## config.mk

```make
export PLATFORM = sky130hd
export DESIGN_NAME = stream_demux
export DESIGN_NICKNAME = d
export VERILOG_FILES = /design/src/rtl/stream_demux_pkg.sv /design/src/rtl/stream_demux_out_slot.sv /design/src/rtl/stream_demux.sv
export SDC_FILE = /design/constraint.sdc
export NUM_CORES = 1
export LEC_CHECK = 0
export BUFFER_PORTS_ARGS = -buffer_cell sky130_fd_sc_hd__buf_2
export CORE_MARGIN = 2
export CORE_UTILIZATION = 42
export CTS_BUF_LIST = sky130_fd_sc_hd__clkbuf_8
export CTS_CLUSTER_DIAMETER = 150
export DETAILED_ROUTE_END_ITERATION = 6
export GPL_ROUTABILITY_DRIVEN = 0
export PLACE_DENSITY = 0.7
export SETUP_SLACK_MARGIN = 0.4
export SLEW_MARGIN = 20
export SYNTH_ARGS = -nofsm -noshare
export SYNTH_HDL_FRONTEND = slang
export SYNTH_SLANG_ARGS = --single-unit
export TNS_END_PERCENT = 10
```

## constraint.sdc

```tcl
create_clock -name clk -period 1.7 [get_ports clk]
set_clock_uncertainty 0.2 [all_clocks]
set_input_delay 0 -clock clk [delete_from_list [all_inputs] [get_ports clk]]
set_output_delay 0 -clock clk [all_outputs]
set_load 0.005 [all_outputs]
```

## src/rtl/stream_demux_pkg.sv

```systemverilog
// rtl/stream_demux_pkg.sv - shared defaults and sel range helper for stream_demux
package stream_demux_pkg;

    localparam int DEMUX_DATA_W_DEF = 8;
    localparam int DEMUX_N_OUT_DEF  = 4;

    function automatic logic sel_in_range(input int sel, input int n_out);
        return (sel >= 0) && (sel < n_out);
    endfunction

endpackage

```

## src/rtl/stream_demux_out_slot.sv

```systemverilog
// rtl/stream_demux_out_slot.sv - one-entry valid/ready output register (demux_out_slot)
module demux_out_slot #(
    parameter int DATA_W = 8
) (
    input  logic              clk,
    input  logic              rst_n,
    input  logic              load,
    input  logic [DATA_W-1:0] load_data,
    input  logic              ready,
    output logic              valid,
    output logic [DATA_W-1:0] data
);

    // Load wins over drain so a full slot can refill in the cycle it empties.
    always_ff @(posedge clk) begin
        if (!rst_n) begin
            valid <= 1'b0;
            data  <= '0;
        end else if (load) begin
            valid <= 1'b1;
            data  <= load_data;
        end else if (valid && ready) begin
            valid <= 1'b0;
        end
    end

endmodule

```

## src/rtl/stream_demux.sv

```systemverilog
// rtl/stream_demux.sv - registered 1-to-N stream demux; STREAM_DEMUX_RR_EN selects round-robin routing
module stream_demux
    import stream_demux_pkg::*;
#(
    parameter int DATA_W = DEMUX_DATA_W_DEF,
    parameter int N_OUT  = DEMUX_N_OUT_DEF,
    parameter int SEL_W  = $clog2(N_OUT)
) (
    input  logic                    clk,
    input  logic                    rst_n,
    input  logic [DATA_W-1:0]       in_data,
    input  logic [SEL_W-1:0]        in_sel,
    input  logic                    in_valid,
    output logic                    in_ready,
    output logic [N_OUT*DATA_W-1:0] out_data,
    output logic [N_OUT-1:0]        out_valid,
    input  logic [N_OUT-1:0]        out_ready,
    output logic                    drop
);

    logic [SEL_W-1:0] route_sel;
    logic             sel_ok;
    logic             xfer;
    logic [N_OUT-1:0] load;

`ifdef STREAM_DEMUX_RR_EN
    logic [SEL_W-1:0] rr_ptr;

    always_ff @(posedge clk) begin
        if (!rst_n) begin
            rr_ptr <= '0;
        end else if (xfer) begin
            rr_ptr <= (rr_ptr == SEL_W'(N_OUT - 1)) ? '0 : rr_ptr + 1'b1;
        end
    end

    assign route_sel = rr_ptr;
    assign drop      = 1'b0;
`else
    assign route_sel = in_sel;

    // Out-of-range destinations are swallowed and flagged one cycle later.
    always_ff @(posedge clk) begin
        if (!rst_n) begin
            drop <= 1'b0;
        end else begin
            drop <= xfer & ~sel_ok;
        end
    end
`endif

    assign sel_ok   = sel_in_range(32'(route_sel), N_OUT);
    assign in_ready = sel_ok ? (~out_valid[route_sel] | out_ready[route_sel]) : 1'b1;
    assign xfer     = in_valid & in_ready;

    for (genvar k = 0; k < N_OUT; k++) begin : g_slot
        assign load[k] = xfer & sel_ok & (route_sel == SEL_W'(k));

        demux_out_slot #(
            .DATA_W (DATA_W)
        ) u_slot (
            .clk       (clk),
            .rst_n     (rst_n),
            .load      (load[k]),
            .load_data (in_data),
            .ready     (out_ready[k]),
            .valid     (out_valid[k]),
            .data      (out_data[k*DATA_W +: DATA_W])
        );
    end

endmodule

```

==> summary.txt <==
Die Span Y: 62.4 um
grt total ovfl: 0
clock slew seen by the registers of the worst setup and hold paths: 70 ps
Seq/Total Area, Yosys: 50.3%
nets: 226
MaxCap Viol Count: 0
CTS tree: done
layout cell share with drive strength beyond 1: 38.1%
Hold Fails Final Rpt: 2
Synth-to-Final Area Change: 38.0%
die area: 3890 um^2
core area: 3310 um^2
via count: 1178
DRC: 0
syn nets: 158
gr usage total: 18.5%
initial antenna violation count: 0
failing checks: negative hold slack
Static Leakage: 0.940 nW
TritonRoute pass-1 iters: 4
crit path to: in_ready
width of the die: 62.4 um
Ys Warns: 0
Critical Path RT: 1500 ps
htree depth: 2
HPWL Detailed: 2.25 mm
Ports: 55
clock sinks: 36
outcome: complete, but fails checks
RSZ-0062 raised after global routing: true
Num CTS Buffers: 5
antenna-violating nets left: 0
Clock Latency Late Sink: 280 ps
worst min path class: in -> reg
vias in the first global route: 1223
reg-to-reg endpoint: g_slot[1].u_slot.data[0]
Routed WL: 3.32 mm
Fin Setup TNS: 0 ps
fillers: 306
Mapped Area: 1430 um^2
Worst Setup SP: g_slot[3].u_slot.valid
Worst EP arrival: 1280 ps
Tcrit/Tclk final: 86.9%
Final min period: 1480 ps
final worst slack: 222 ps
Pwr Density: 917 nW/um^2
# rows: 21
initial drt markers: 27
pre-CTS setup slack: 389 ps
Mapped Cells: 141
synthesized area per cell: 10.2 um^2
CTS root buffer: clkbuf_8
kind of critical path: reg -> out
hold slack: -161 ps
fmax: 0.677 GHz
Worst Path Max Fanout: 2
# diodes: 0
clk buf depth: 2
Initial Util: 43.2%
Worst Tran Pin Value: 553 ps
cells on worst reg2reg path: 5
crit path launch type: flop
synth unique cells: 18
slew margin rel.: 63.1%
Max IR drop VDD: 0.000554 V
first-pass GRT wire length: 5.58 mm
vias per inst: 4.60
Finish-stage setup viols: 0
Slew Limit Fails: 0
Worst R2R Setup Slack: 310 ps
port buffer count: 53
Crit. End Element: primary output
pin count of the biggest net entering global routing: 34
R2R Path Start: g_slot[1].u_slot.valid
wire per inst: 13.0 um
WHS Path Cells: 3
synthesized flop and latch total: 36
metal layers:
metal / track usage, % / vias to the layer above / share of wire, %
met5: 0 / - / 0
met4: 8.33 / 0 / 1.3
met3: 8.83 / 4 / 7.0
met2: 29.6 / 35 / 48
met1: 21.0 / 550 / 43
li1: - / 589 / -
cell usage in the layout, fill, tap and decap left out:
cell / count
and3_4: 1
conb_1: 1
dfxtp_2: 4
dlygate4sd3_1: 11
a21boi_0: 3
nor2b_1: 2
nor3_2: 1
bufinv_16: 1
clkinvlp_4: 1
nand2_1: 42
nor2b_4: 1
buf_6: 1
dfxtp_1: 32
buf_4: 10
clkbuf_8: 5
mux2i_1: 32
clkinv_2: 1
nand3b_1: 1
nand2b_1: 4
mux4_2: 1
o21a_1: 1
buf_2: 53
nand3_1: 1
power breakdown:
group          total (mW)  internal [mW]  switching (mW)  leakage (nW)
combinational       0.183         0.0961          0.0870         0.591
sequential          0.889          0.874          0.0147         0.294
clock               0.740          0.434           0.306        0.0541
total                1.81           1.40           0.408         0.940
metrics by stage:
step | utilization, % | hold slack [ps] | cells | total power [mW] | instance area (um^2)
final | 59.7 | -161 | 256 | 1.81 | 1980
after global routing | 59.7 | -132 | 256 | 1.89 | 1980
after CTS | 59.0 | -167 | 254 | 1.82 | 1950
after detailed placement | 51.2 | 134 | 231 | 1.06 | 1700
after global placement | 51.2 | 123 | 231 | 1.06 | 1700
after floorplan | - | -52.6 | 141 | 1.00 | 1430
cells in the mapped netlist:
library cell	count	area [um^2]
nand2_1	42	158
nor2b_1	2	12.5
o21a_1	1	7.51
nand3_1	1	5.00
nand2b_1	4	25.0
buf_2	3	15.0
nor3_1	1	5.00
nand3b_1	1	7.51
clkbuf_1	2	7.51
conb_1	1	3.75
dfxtp_1	36	721
nor2b_2	1	8.76
and3_4	1	11.3
buf_6	3	33.8
buf_4	6	45.0
mux2i_1	32	320
a21boi_0	3	22.5
mux4_2	1	22.5
cells by family (layout without fill, tap and decap cells):
family,count (synthesis),in the layout,synth area share (%)
flops,36,36,50.3
compound gates,4,4,2.10
mux,33,33,24.0
simple gates,53,53,16.3
buf+inv,14,83,7.08
other cells,1,1,0.262
state kept, by name (all words and copies together), names as in the netlist:
name and count:
g_slot.u_slot.data 32, g_slot.u_slot.valid 4
repair_timing:
item / CTS / global route
setup endpoints to repair: 15 / 35
hold buffers: 11 / 1
gates resized for setup: 4 / 2
endpoints found under the hold margin: 36 / 3
buffers inserted: 4 / 2
pin swaps: 0 / 1
final cells by class:
class / count / area, um^2 / share of cell area, %
Sequential cell: 36 / 726 / 36.7
Clock inverter: 3 / 42.5 / 2.15
Clock buffer: 5 / 68.8 / 3.48
Timing Repair Buffer: 75 / 462 / 23.4
Tap cell: 46 / 57.6 / 2.91
Multi-Input combinational cell: 91 / 619 / 31.3
worst min path at each step:
stage	start	end	slack, ps
5_1_grt	in_sel[1]	g_slot[3].u_slot.valid	-130
3_5_place_dp	in_sel[0]	g_slot[1].u_slot.valid	130
4_1_cts	in_sel[1]	g_slot[3].u_slot.valid	-170
6_report	in_valid	g_slot[3].u_slot.valid	-160
2_1_floorplan	in_sel[0]	g_slot[1].u_slot.valid	-50
3_3_place_gp	in_sel[0]	g_slot[1].u_slot.valid	120
critical path, cell delays in order (launching register included):
cell and delay [ps]:
dfxtp_2 320, nand2b_1 70, mux4_2 460, buf_2 140
(Power assumes the default switching activity.)
